--- config.mk ---
export PLATFORM = sky130hd
export DESIGN_NAME = dmem_store_sequencer
export DESIGN_NICKNAME = d
export VERILOG_FILES = /design/src/rtl/dmem_pkg.sv /design/src/rtl/dmem_store_sequencer_store_lane_gen.sv /design/src/rtl/dmem_store_sequencer.sv
export SDC_FILE = /design/constraint.sdc
export NUM_CORES = 1
export LEC_CHECK = 0
export CORE_MARGIN = 1
export CORE_UTILIZATION = 40
export CTS_BUF_LIST = sky130_fd_sc_hd__clkbuf_4 sky130_fd_sc_hd__clkbuf_8
export CTS_CLUSTER_SIZE = 8
export DETAILED_ROUTE_END_ITERATION = 10
export PLACE_DENSITY = 0.67
export SLEW_MARGIN = 20
export SYNTH_ARGS = -nofsm -noshare
export SYNTH_HDL_FRONTEND = slang
export SYNTH_SLANG_ARGS = --single-unit
--- constraint.sdc ---
create_clock -name clk -period 2.1 [get_ports clk]
set_input_delay 0.315 -clock clk [delete_from_list [all_inputs] [get_ports clk]]
set_output_delay 0.315 -clock clk [all_outputs]
set_load 0.03 [all_outputs]
--- src/rtl/dmem_pkg.sv ---
// dmem_pkg: shared store funct3 codes, sequencer state encoding and default line width.
package dmem_pkg;
    localparam int LINE_AW_DEFAULT = 13;
    localparam logic [2:0] F3_SB = 3'b000;
    localparam logic [2:0] F3_SH = 3'b001;
    localparam logic [2:0] F3_SW = 3'b010;
    localparam logic [2:0] F3_SD = 3'b011;
    typedef enum logic [1:0] {
        IDLE,
        BEAT0,
        BEAT1,
        RETIRE
    } state_t;
endpackage

--- src/rtl/dmem_store_sequencer_store_lane_gen.sv ---
// store_lane_gen: 16-bit byte mask and 128-bit lane-shifted data of a store across two doubleword lines.
module store_lane_gen (
    input  logic [2:0]   func3,
    input  logic [2:0]   offset,
    input  logic [63:0]  data,
    output logic [15:0]  mask,
    output logic [127:0] shifted
);
    logic [3:0]  size;
    logic [15:0] base;
    logic        unused;
    assign unused  = func3[2];
    assign size    = 4'd1 << func3[1:0];
    assign base    = (16'd1 << size) - 16'd1;
    assign mask    = base << offset;
    assign shifted = {64'b0, data} << {offset, 3'b000};
endmodule

--- src/rtl/dmem_store_sequencer.sv ---
// dmem_store_sequencer: splits each MEM-stage store into one or two aligned doubleword write beats.
module dmem_store_sequencer
    import dmem_pkg::*;
#(
    parameter int LINE_AW = LINE_AW_DEFAULT
) (
    input  logic               clk,
    input  logic               rst_n,
    input  logic               req_valid,
    output logic               req_ready,
    input  logic [2:0]         req_func3,
    input  logic [63:0]        req_addr,
    input  logic [63:0]        req_data,
    output logic               mem_wr_valid,
    input  logic               mem_gnt,
    output logic [LINE_AW-1:0] mem_addr,
    output logic [7:0]         mem_be,
    output logic [63:0]        mem_wdata,
    output logic               done,
    output logic               err
);
    state_t               state_q, state_d;
    logic [LINE_AW-1:0]   line_q, line_nx;
    logic [15:0]          mask_q, mask_d;
    logic [127:0]         data_q, data_d;
    logic                 err_q, accept, beat0, beat1;
    logic                 unused;

    assign unused = ^{req_addr[63:LINE_AW+3]};

    store_lane_gen u_lane (
        .func3  (req_func3),
        .offset (req_addr[2:0]),
        .data   (req_data),
        .mask   (mask_d),
        .shifted(data_d)
    );

    assign req_ready = (state_q == IDLE) || (state_q == RETIRE);
    assign accept    = req_valid && req_ready;
    assign beat0     = state_q == BEAT0;
    assign beat1     = state_q == BEAT1;
    assign line_nx   = line_q + LINE_AW'(1);

    always_comb begin
        state_d = state_q;
        case (state_q)
            IDLE, RETIRE: state_d = accept ? (req_func3[2] ? RETIRE : BEAT0)
                                           : IDLE;
            BEAT0:        state_d = !mem_gnt ? BEAT0 : (|mask_q[15:8] ? BEAT1 : RETIRE);
            BEAT1:        state_d = mem_gnt ? RETIRE : BEAT1;
            default:      state_d = IDLE;
        endcase
    end

    always_ff @(posedge clk or negedge rst_n) begin
        if (!rst_n) begin
            state_q <= IDLE;
            line_q  <= '0;
            mask_q  <= '0;
            data_q  <= '0;
            err_q   <= 1'b0;
        end else begin
            state_q <= state_d;
            if (accept) begin
                line_q <= req_addr[LINE_AW+2:3];
                mask_q <= mask_d;
                data_q <= data_d;
                err_q  <= req_func3[2];
            end
        end
    end

    // Beat outputs decode only from registered state so dmem sees no req_* or gnt path.
    assign mem_wr_valid = beat0 || beat1;
    assign mem_addr     = beat0 ? line_q : (beat1 ? line_nx : '0);
    assign mem_be       = beat0 ? mask_q[7:0] : (beat1 ? mask_q[15:8] : 8'h00);
    assign mem_wdata    = beat0 ? data_q[63:0] : (beat1 ? data_q[127:64] : 64'h0);
    assign done         = (state_q == RETIRE) && !err_q;
    assign err          = (state_q == RETIRE) && err_q;
endmodule

## Word level (Yosys, flattened, before mapping)

Cells that the tools add are included.

- Register bits: 160
- Output and inout bits: 89
- Bits in writable memories: 0
- Input bits: 135
- Bits in latches: 0
- Memories kept: 0
- ROM bits: 0

- Muxes and demuxes: 12
- Reduce and logical (&&, ||, !) cells: 9
- Multiply operators: 0
- Add/sub/neg operators: 2
- Div/mod/pow operators: 0
- Equal/unequal tests: 3
- Shift operators: 4
- $lt $le $gt $ge: 0
- Bitwise operators: 0

Operator list:

| operator | number |
|---|---|
| $mux W64 | 2 |
| $shl A64 B6 Y128 | 1 |
| $mux W13 | 2 |
| $mux W8 | 2 |
| $shl A1 B4 Y16 const A | 1 |
| $shl A16 B3 Y16 | 1 |
| $sub A16 B1 Y16 const B | 1 |
| $add A13 B1 Y13 const B | 1 |
| $reduce_or A8 Y1 | 1 |
| $mux W2 | 3 |
| $pmux W2 S3 | 1 |
| $eq A2 B2 Y1 const B | 2 |
| $shl A1 B2 Y4 const A | 1 |
| $logic_and A1 B1 Y1 | 3 |
| $eq A2 B1 Y1 const B | 1 |
| $logic_not A2 Y1 | 1 |
| $logic_or A1 B1 Y1 | 2 |
| $mux W1 | 2 |
| $reduce_or A2 Y1 | 1 |
| $logic_not A1 Y1 | 1 |

## Depth between registers and ports, before layout

Gate-level depths: netlist of the first run.

- Depth in word-level cells: 5
- Mapped depth: 7

## Modules after synthesis

From an unflattened synthesis of the first run, not the netlist that was laid out.

- Cells, all modules: 945
- Area, all modules: 10560.1 um^2

By module, submodules not included:

| module | cells each | instances | seq. area each (um^2) | area an instance (um^2) |
|---|---|---|---|---|
| dmem_store_sequencer | 498 | 1 | 4003.8 | 7064.3 |
| store_lane_gen | 447 | 1 | 0.0 | 3495.9 |

## Least setup slack after synthesis of the first run

OpenSTA, ideal clock, no wires.

- Path type: flip-flop to output port
- Start: register state_q[0]
- End: output mem_addr[7]
- Cell stages (with the launch flop): 5
- Slack: 0.014 ns
- Arrival: 1.771 ns
- Path buffers: 0
- Path through: dfrtp_1 > ha_1 > nand4b_2 > or3_1 > a21oi_1

- Cells in the longest elaborated chain, start to end: 3
- Elaborated cells between the ends (all ways): 4
- Classes of those cells: 2 x eq/ne; 2 x mux

RTL lines:

| what | line | RTL |
|---|---|---|
| start: declaration | dmem_store_sequencer.sv:22 | `state_t state_q, state_d;` |
| start signal: assignment | dmem_store_sequencer.sv:64 | `state_q <= state_d;` |
| $eq A2 B2 Y1 | dmem_store_sequencer.sv:42 | `assign beat1 = state_q == BEAT1;` |
| $mux W13 | dmem_store_sequencer.sv:76 | `assign mem_addr = beat0 ? line_q : (beat1 ? line_nx : '0);` |
| $mux W13 * | dmem_store_sequencer.sv:76 |  |
| end: declaration | dmem_store_sequencer.sv:16 | `output logic [LINE_AW-1:0] mem_addr,` |

Every way passes the cells marked *; elsewhere a longest branch is shown, timed or not.

## Worst setup path in the final report of the first run

- Start: register state_q[0]
- End: output mem_wdata[54]

- Cells in the longest elaborated chain, start to end: 3
- Elaborated cells between the ends (all ways): 4
- Classes of those cells: 2 x eq/ne; 2 x mux

RTL lines:

| what | line | RTL |
|---|---|---|
| $eq A2 B2 Y1 | dmem_store_sequencer.sv:42 |  |
| $mux W64 | dmem_store_sequencer.sv:78 | `assign mem_wdata = beat0 ? data_q[63:0] : (beat1 ? data_q[127:64] : 64'h0);` |
| $mux W64 * | dmem_store_sequencer.sv:78 |  |
| end: declaration | dmem_store_sequencer.sv:18 | `output logic [63:0] mem_wdata,` |

Marked as above.

==> results_dict.tcl, run 1 <==
set metrics [dict create \
    run_status "finished, violations left" \
    failed_checks "setup timing" \
    clock-root-buffer "sky130_fd_sc_hd__clkbuf_8" \
    fin_ws_ps -302 \
    die_height_um 151 \
    drc 0 \
    tot_gr_track_use_pct 28.5 \
    fin_crit_ps 2400 \
    clock_power_share_pct 12.8 \
    drive_above_1_share_pct 30.0 \
    worst_slack_after_detailed_placement_ps 5.32 \
    p_sw_uw 7880 \
    timing_max_transition_violations_final 0 \
    initial_core_util_pct 40.6 \
    timing.rr.start "state_q[1]$_DFF_PN0_" \
    antenna_found_initial 0 \
    final_worst_path_period_share_pct 114 \
    nNetsFinal 1244 \
    grt_start_max_net_pins 64 \
    async_reset_ff_share_pct 100 \
    cts-root-to-sink-buffers 2 \
    cts_inserted_buffers 17 \
    worst_path_largest_cell_delay_ps 450 \
    power_report.internal_total_uw 10700 \
    synth_cells 915 \
    diodes 0 \
    reg2reg_slack_ps 170 \
    p_sw_share_pct 42.3 \
    critPathCaptureType "output port" \
    clock_sinks 152 \
    critical_path_launch_point_type "flip-flop" \
    ys_warn_count 0 \
    synth_area_um2 8840 \
    viasPerCell 6.08 \
    vdd_ir_drop_max_mv 0.858 \
    critPathSlowestCell "sky130_fd_sc_hd__dfrtp_2" \
    cts_tree "yes" \
    place.detailed.hpwl_mm 22.0 \
    dominantRegCellSynth "sky130_fd_sc_hd__dfrtp_1" \
    path_class "flip-flop to output port" \
    cp_data_arrival_time_ps 2090 \
    first_pass_iters 5 \
    design.core.area_um2 21800 \
    syn_to_final_growth_pct 46.2 \
    fp.dieArea_um2 22700 \
    postSynthRegisterBits 152 \
    cap_viol_max_count 0 \
    type_of_the_tightest_min_delay_check "input pin to asynchronous set/reset pin" \
    worstMarginPinSlew_ps 744 \
    synth.avg_cell_area_um2 9.66 \
    synth_fp_nets 1054 \
    synth_cell_types 52 \
    vias 8495 \
    worstPathRequired_ps 1780 \
    worst_setup_hold_path_clk_slew_ps 90 \
    setup_violations 81 \
    synth_top_cells_by_count "sky130_fd_sc_hd__dfrtp_1, sky130_fd_sc_hd__nand2_1, sky130_fd_sc_hd__a22o_1" \
    gp_congestion 0.948 \
    finalHoldViolCount 0 \
    power_density_over_the_cells_nw_per_um2 1440 \
    fmax_mhz 416 \
    drt_first_iter_violations 735 \
    r2r.worst_path.cells 6 \
    postLayoutCoreUtil_pct 59.4 \
    most_repeated_library_cell_on_the_critical_path "sky130_fd_sc_hd__buf_12" \
    wire_per_inst_um 23.1 \
    worstReg2RegEnd "data_q[35]$_DFFE_PN0P_" \
    dieWidth_um 151 \
    setup_skew_after_layout_ps 13.7 \
    rsz_0062_raised_after_global_routing "true" \
    synthMostInstantiatedCell "sky130_fd_sc_hd__dfrtp_1" \
    boundaryPins 224 \
    power_leakage_uw 0.00578 \
    synth.yosys.seq_area_share_pct 43.0 \
    yosys.area.top_type "sky130_fd_sc_hd__dfrtp_1" \
    detail_route.wirelength_mm 32.3 \
    post_synth_main_area_contributors "sky130_fd_sc_hd__dfrtp_1, sky130_fd_sc_hd__a22o_1, sky130_fd_sc_hd__mux2_2, sky130_fd_sc_hd__nand2_1, sky130_fd_sc_hd__mux2i_1" \
    timing.max_slew.rel_slack_pct 50.4 \
    final_antenna_net_count 0 \
    netlist.area_leader.share_pct 43.0 \
    grt_first_pass_wirelength_mm 48.1 \
    floorplan.rows 54 \
    io_buffer_count 175 \
    globalRoute.totalOverflow 0 \
    cts.htree.levels 4 \
    biggest_fanout_along_the_worst_timing_path 7 \
    clock_insertion_delay_worst_skew_ps 470 \
    crit_chain "ha_4, buf_6, nor2b_4, buf_12, buf_12, buf_12, a22o_1, buf_6" \
    synth_enable_flop_cells 0 \
    first_global_vias 8148 \
    combinational_power_share_pct 59.0 \
    seq_power_share_pct 28.2 \
]
==> cell usage in the layout, fill, tap and decap left out, drive strengths merged, types with 16 or more instances in the layout <==
| cell type | netlist | layout |
|---|---|---|
| a22o | 116 | 116 |
| buf | 48 | 162 |
| mux2i | 40 | 40 |
| o21ai | 60 | 60 |
| dfrtp | 152 | 152 |
| o22ai | 23 | 23 |
| clkdlybuf4s50 | 0 | 83 |
| mux2 | 51 | 51 |
| nor2 | 57 | 57 |
| a21oi | 64 | 64 |
| o211ai | 16 | 16 |
| nand2 | 123 | 123 |
| o31ai | 20 | 20 |
| clkbuf | 34 | 26 |
==> sequential cells by signal (all words and copies together), names as in the netlist <==
name,cells
data_q,120
err_q,1
line_q,13
mask_q,16
state_q,2
==> final cells by class <==
cell class	instances	area [um^2]
timing repair buffer	253	3240
clock buffer	21	277
tap	280	350
clock inverter	11	139
inverter	7	26.3
fill	1821	8840
multi-input combinational	674	5090
sequential	152	3800
==> per-layer routing <==
metal	vias to the layer above	track usage, %	wire length, um
met5	-	0	0
met4	0	12.5	1220
met3	89	5.03	2750
met2	498	44.0	14800
met1	4139	39.1	13500
li1	3769	-	-
==> timing repair <==
action	in CTS	in global routing
pin swaps	15	13
gates resized for setup	119	35
endpoints found under the hold margin	42	0
hold buffers	1	0
setup endpoints to repair	89	86
gates cloned	7	4
setup buffers	10	8
==> worst max-delay path, delay by kind of cell, from the launching register on <==
family	cells	cell delay, ps
AO/OA/AOI/OAI	1	160
adder cells (fa/ha/maj)	1	200
buffers and inverters	5	690
flip-flops	1	450
AND/OR/NAND/NOR	1	120
==> cells by family after synthesis <==
kind of cell / after synthesis / share of synthesized area (%)
and+or+nand+nor: 241 / 12.5
muxes: 91 / 11.5
adders and majority gates: 5 / 0.694
AOI/OAI and AO/OA: 330 / 26.6
buffers and inverters: 89 / 5.07
xor gates and xnor gates: 7 / 0.694
DFF: 152 / 43.0
==> through the flow <==
| stage | setup TNS, ps | area [um^2] | hold WS (ps) | power (uW) | std cells |
|---|---|---|---|---|---|
| 2_1_floorplan | 0 | 8840 | 19.4 | 10100 | 915 |
| 3_3_place_gp | 0 | 11500 | 270 | 14200 | 1341 |
| 3_5_place_dp | 0 | 11500 | 273 | 14300 | 1341 |
| 4_1_cts | -18890 | 12600 | 320 | 18100 | 1389 |
| 5_1_grt | -22030 | 12900 | 342 | 19600 | 1398 |
| 6_report | -17530 | 12900 | 326 | 18600 | 1398 |
==> worst max path at each step <==
stage	startpoint	to	slack, ps	depth (start not counted)
global route	state_q[0]$_DFF_PN0_	mem_wdata[21]	-360	8
global placement	state_q[0]$_DFF_PN0_	mem_addr[3]	20	5
finish	state_q[0]$_DFF_PN0_	mem_wdata[54]	-300	8
floorplan	state_q[0]$_DFF_PN0_	mem_addr[7]	10	4
CTS	state_q[1]$_DFF_PN0_	mem_wdata[50]	-300	8
detailed placement	req_addr[2]	data_q[49]$_DFFE_PN0P_	5	5
==> power by group through the flow <==
stage | registers, uW | clock network (uW) | logic [uW]
finish | 5250 | 2380 | 11000
floorplan | 4840 | 0 | 5230
global placement | 5040 | 0 | 9130
global route | 5410 | 2540 | 11600
detailed placement | 5090 | 0 | 9200
CTS | 5170 | 2410 | 10500
Power figures use the tool's default switching activity.
==> run 2: changes to the inputs <==
Settings changed: CTS_BUF_LIST sky130_fd_sc_hd__clkbuf_4 sky130_fd_sc_hd__clkbuf_8 to unset.
==> run 2 against run 1 <==
Effect of this change: the flow still finishes with violations (setup timing); non-clock buffer count is 4 lower; critical path depth unchanged; via count shrank 0.77%; die area unchanged; fmax is 1.5% higher; worst hold slack improved by 37 ps; count of clock-buffer cells in the layout stayed put; critical path type unchanged; largest power group unchanged.
==> results_dict.tcl, run 2 (same netlist as run 1, synthesis figures left out) <==
set metrics [dict create \
    final_tns_setup_ps -14470 \
    failed_checks "setup timing" \
    cap_viol_max_count 0 \
    layout_common_cells "sky130_fd_sc_hd__dfrtp_1, sky130_fd_sc_hd__nand2_1, sky130_fd_sc_hd__clkdlybuf4s50_1" \
    p_sw_uw 7860 \
    clock_insertion_delay_worst_skew_ps 440 \
    combinational_power_share_pct 55.8 \
    cts.htree.levels 4 \
    power_density_over_the_cells_nw_per_um2 1470 \
    largest_registers_in_the_final_layout "data_q (120), mask_q (16), line_q (13)" \
    design.core.area_um2 21800 \
    met3_capacity_usage_during_global_routing_pct 5.15 \
    rsz_0062_raised_after_global_routing "true" \
    detail_route.wirelength_mm 32.2 \
    final_antenna_net_count 0 \
    floorplan.rows 54 \
    final_worst_path_period_share_pct 113 \
    initial_core_util_pct 40.6 \
    fp.dieArea_um2 22700 \
    timing.rr.start "state_q[1]$_DFF_PN0_" \
    tot_gr_track_use_pct 28.6 \
    placed_cells_incl_taps 1341 \
    drt_first_iter_violations 734 \
    syn_to_final_growth_pct 46.4 \
    critPathCaptureType "output port" \
    seq_power_share_pct 27.6 \
    run_status "finished, violations left" \
    timing.max_slew.rel_slack_pct 50.9 \
    nNetsFinal 1240 \
    first_pass_iters 5 \
    cts-root-to-sink-buffers 2 \
    crit_path_start "state_q[0]$_DFF_PN0_" \
    io_buffer_count 175 \
    diodes 0 \
    antenna_found_initial 0 \
    regMostFlops "data_q" \
    finalHoldViolCount 0 \
    worstMarginPinSlew_ps 736 \
    grt_first_pass_wirelength_mm 48.4 \
    power_report.internal_total_uw 11100 \
    finalPower_uw 19000 \
    most_common_library_cell_in_the_layout_ignoring_fill_and_taps "sky130_fd_sc_hd__dfrtp_1" \
    cts_tree "yes" \
    type_of_the_tightest_min_delay_check "input pin to asynchronous set/reset pin" \
    first_global_vias 8298 \
    die_height_um 151 \
    largest_reg_flops 120 \
    clock-root-buffer "sky130_fd_sc_hd__clkbuf_16" \
    clock_sinks 152 \
    drc 0 \
    boundaryPins 224 \
    viasPerCell 6.05 \
    globalRoute.totalOverflow 0 \
    timing_max_transition_violations_final 0 \
    worst_setup_hold_path_clk_slew_ps 70 \
    fin_crit_ps 2370 \
    met1_usage_pct 39.1 \
    fin_ws_ps -266 \
    clock_power_share_pct 16.6 \
    grt_start_max_net_pins 64 \
    fmax_mhz 423 \
    path_class "flip-flop to output port" \
    gp_congestion 0.948 \
    dieWidth_um 151 \
    p_sw_share_pct 41.4 \
    wire_per_inst_um 23.1 \
    fin_cells 1394 \
    critical_path_launch_point_type "flip-flop" \
    top_usage_layer "met2" \
    setup_skew_after_layout_ps 10.8 \
    biggest_fanout_along_the_worst_timing_path 7 \
    worstPathRequired_ps 1780 \
    gr-usage-met2_pct 44.2 \
    cp_data_arrival_time_ps 2050 \
    cts_inserted_buffers 17 \
    drive_above_1_share_pct 28.3 \
    place.detailed.hpwl_mm 22.0 \
    setup_violations 85 \
    fill_cells 1818 \
    vias 8430 \
    power_leakage_uw 0.00578 \
    vdd_ir_drop_max_mv 0.809 \
]
==> run 2: changes by cell type in the layout (fill, tap and decap cells not counted), moves of 5 or more <==
cell	before	now
sky130_fd_sc_hd__and2_4	8	2
sky130_fd_sc_hd__clkbuf_16	3	20
sky130_fd_sc_hd__and2_1	4	10
sky130_fd_sc_hd__a22o_4	39	33
sky130_fd_sc_hd__clkbuf_8	19	2
sky130_fd_sc_hd__a22o_1	76	81
==> run 2: worst max-delay path, cell delays in order (launching register included) <==
cell	delay, ps
sky130_fd_sc_hd__dfrtp_2	440
sky130_fd_sc_hd__ha_4	190
sky130_fd_sc_hd__buf_6	130
sky130_fd_sc_hd__nor2b_4	120
sky130_fd_sc_hd__buf_12	170
sky130_fd_sc_hd__buf_12	150
sky130_fd_sc_hd__buf_12	100
sky130_fd_sc_hd__a22o_1	160
sky130_fd_sc_hd__buf_6	140
==> run 2: stage by stage <==
step | utilization [%] | hold WS, ps | setup slack [ps] | area (um^2)
global placement | 52.9 | 270 | 17.7 | 11500
floorplan | - | 19.4 | 14.2 | 8840
detailed placement | 52.9 | 273 | 5.32 | 11500
global route | 59.5 | 397 | -300 | 12900
finish | 59.5 | 363 | -266 | 12900
CTS | 58.5 | 366 | -247 | 12700
==> run 2: final timing paths <==
check	depth (start not counted)	end	slack, ps
setup / recovery	8	mem_wdata[21]	-270
hold / removal	2	data_q[109]$_DFFE_PN0P_	360
setup reg to reg	5	data_q[105]$_DFFE_PN0P_	250
hold reg to reg	2	mask_q[7]$_DFFE_PN0P_	480
max in group asynchronous	3	line_q[7]$_DFFE_PN0P_	1060
min in group clk	3	data_q[17]$_DFFE_PN0P_	380
==> run 2: power by group through the flow <==
stage	Sequential, uW	Combinational (uW)	Clock (uW)
floorplan	4840	5230	0
global placement	5040	9130	0
detailed placement	5090	9200	0
CTS	5180	10200	3180
global route	5380	11200	3310
finish	5240	10600	3160
==> run 2: routing by layer <==
| layer | vias up | share of wire (%) |
|---|---|---|
| li1 | 3759 | - |
| met1 | 4083 | 42 |
| met2 | 498 | 46 |
| met3 | 90 | 8.3 |
| met4 | 0 | 4.1 |
| met5 | - | 0 |
==> run 2: area by class of cell <==
type                       instances  area (um^2)  share of cell area, %
multi-input combinational        674         5020                   38.8
tap                              280          350                   2.71
clock inverter                    11          139                   1.07
sequential                       152         3800                   29.4
clock buffer                      21          460                   3.56
timing repair buffer             249         3140                   24.3
inverter                           7         26.3                  0.203
==> run 2: repair_timing <==
item,in CTS,in global routing
gates cloned,4,3
endpoints found under the hold margin,42,0
resized for setup,106,17
endpoints found under the setup margin,90,86
hold buffers,1,0
pin swaps,14,14
buffers inserted,8,7
==> run 3: changes to the inputs <==
Settings changed: CORE_ASPECT_RATIO set to 1.5.
==> run 3 against run 2 <==
Effect of this change: the run still ends with setup timing left; cell count rose by 0.22%; sequential share of layout area is 0.50 points lower; first-iteration DRC count is 18% higher; non-clock buffer count rose by 11; worst setup slack better by 21 ps; critical endpoint is now mem_wdata[35]; largest cell class unchanged; largest power group unchanged.
==> results_dict.tcl, run 3 (same netlist as run 1, synthesis figures left out) <==
set metrics [dict create \
    post_dp_cell_area_um2 11600 \
    worst_setup_hold_path_clk_slew_ps 60 \
    timing_max_transition_violations_final 0 \
    initial_core_util_pct 40.8 \
    die_height_um 184 \
    worstMarginPinSlew_ps 1000 \
    power_density_over_the_cells_nw_per_um2 1470 \
    largest_reg_flops 120 \
    top_usage_layer "met2" \
    rsz_0062_raised_after_global_routing "true" \
    drt_first_iter_violations 867 \
    cts_inserted_buffers 17 \
    worst_slack_after_detailed_placement_ps -10.9 \
    run_status "finished, violations left" \
    cts.htree.levels 4 \
    wire_per_inst_um 23.8 \
    cp_data_arrival_time_ps 2030 \
    timing.max_slew.rel_slack_pct 33.2 \
    critPathCaptureType "output port" \
    globalRoute.totalOverflow 0 \
    fmax_mhz 427 \
    drive_above_1_share_pct 30.2 \
    worst_path_largest_cell_delay_ps 400 \
    setup_skew_after_layout_ps 6.19 \
    diodes 0 \
    io_buffer_count 175 \
    gp_congestion 0.933 \
    cts_tree "yes" \
    critical_path_launch_point_type "flip-flop" \
    met3_capacity_usage_during_global_routing_pct 4.87 \
    first_global_vias 8461 \
    met1_usage_pct 35.3 \
    grt_first_pass_wirelength_mm 49.6 \
    detail_route.wirelength_mm 33.3 \
    final_tns_setup_ps -13150 \
    finalHoldViolCount 0 \
    most_common_library_cell_in_the_layout_ignoring_fill_and_taps "sky130_fd_sc_hd__dfrtp_1" \
    type_of_the_tightest_min_delay_check "input pin to flip-flop" \
    viasPerCell 6.17 \
    postLayoutCoreUtil_pct 60.8 \
    syn_to_final_growth_pct 49.0 \
    largest_registers_in_the_final_layout "data_q (120), mask_q (16), line_q (13)" \
    nNetsFinal 1251 \
    floorplan.rows 66 \
    first_pass_iters 5 \
    multi_input_comb_area_um2 5130 \
    design.core.area_um2 21600 \
    placed_cells_incl_taps 1341 \
    final_antenna_net_count 0 \
    fin_crit_ps 2340 \
    power_leakage_uw 0.00590 \
    clock_insertion_delay_worst_skew_ps 430 \
    crit_chain "buf_6, ha_4, nor2b_4, buf_12, buf_12, clkbuf_16, a22o_4, buf_12" \
    holdCritStartpoint "req_addr[1]" \
    biggest_fanout_along_the_worst_timing_path 8 \
    tot_gr_track_use_pct 29.4 \
    critPathSlowestCell "sky130_fd_sc_hd__dfrtp_1" \
    vdd_ir_drop_max_mv 0.835 \
    fill_cells 1760 \
    worstPathRequired_ps 1780 \
    layout.area.seq_um2 3800 \
    final_worst_path_period_share_pct 112 \
    failed_checks "setup timing" \
    vias 8614 \
    setup_violations 83 \
    timing.rr.start "state_q[1]$_DFF_PN0_" \
    drc 0 \
    fin_ws_ps -244 \
    place.detailed.hpwl_mm 23.0 \
    grt_start_max_net_pins 59 \
    antenna_found_initial 0 \
    crit_path_start "state_q[1]$_DFF_PN0_" \
    most_repeated_library_cell_on_the_critical_path "sky130_fd_sc_hd__buf_12" \
    boundaryPins 224 \
    fin_cells 1397 \
    clock_sinks 152 \
    fp.dieArea_um2 22700 \
    path_class "flip-flop to output port" \
    cap_viol_max_count 0 \
    regMostFlops "data_q" \
    cts-root-to-sink-buffers 2 \
    clock-root-buffer "sky130_fd_sc_hd__clkbuf_16" \
    finalInstanceArea_um2 13200 \
    gr-usage-met2_pct 48.6 \
    layout_common_cells "sky130_fd_sc_hd__dfrtp_1, sky130_fd_sc_hd__nand2_1, sky130_fd_sc_hd__clkdlybuf4s50_1" \
    dieWidth_um 123 \
]
-- run 3: final timing paths --
path	to	slack, ps	depth (start not counted)
min in group asynchronous	line_q[6]$_DFFE_PN0P_	440	2
worst max-delay path	mem_wdata[35]	-240	8
worst min-delay path	mask_q[14]$_DFFE_PN0P_	380	3
max in group asynchronous	data_q[119]$_DFFE_PN0P_	990	3
worst max register to register	mask_q[13]$_DFFE_PN0P_	250	5
worst min register to register	mask_q[1]$_DFFE_PN0P_	480	2
-- run 3: report_power, final --
group	leakage (uW)	internal (uW)	switching, uW
combinational	0.00369	5370	5660
sequential	0.00194	4230	1070
clock	0.000275	1810	1260
-- run 3: layout make-up --
cell class | instances | share of cell area [%]
multi-input cells | 674 | 39.0
flip-flops and latches | 152 | 28.9
repair buffers | 260 | 24.9
clock buffers | 21 | 3.50
well taps | 272 | 2.59
clock inverters | 11 | 0.932
inverters | 7 | 0.200
-- run 3: routing by layer --
layer | vias up | part of all wire, % | routed length [um]
met5 | - | 0 | 0
met4 | 0 | 6.0 | 1980
met3 | 112 | 6.7 | 2230
met2 | 463 | 50 | 16600
met1 | 4252 | 37 | 12500
li1 | 3787 | - | -
-- run 3: worst max-delay path, delay by kind of cell (launching register included) --
family,cells,cell delay [ps]
simple gates,1,120
buf+inv,5,690
compound gates,1,230
flops,1,400
fa+ha+maj,1,150
-- run 3: per-stage QoR --
step	hold WS (ps)	power, uW
floorplan	19.4	10100
global placement	338	14400
detailed placement	339	14500
CTS	369	18700
global route	408	20300
finish	383	19400
-- run 3: repair_timing --
action                                  in CTS  in global routing
buffers inserted                             9                  6
pin swaps                                    9                 15
endpoints found under the setup margin      89                 85
hold endpoints to repair                    52                  0
gates cloned                                 2                  7
hold buffers                                 1                  0
resized for setup                          108                 33
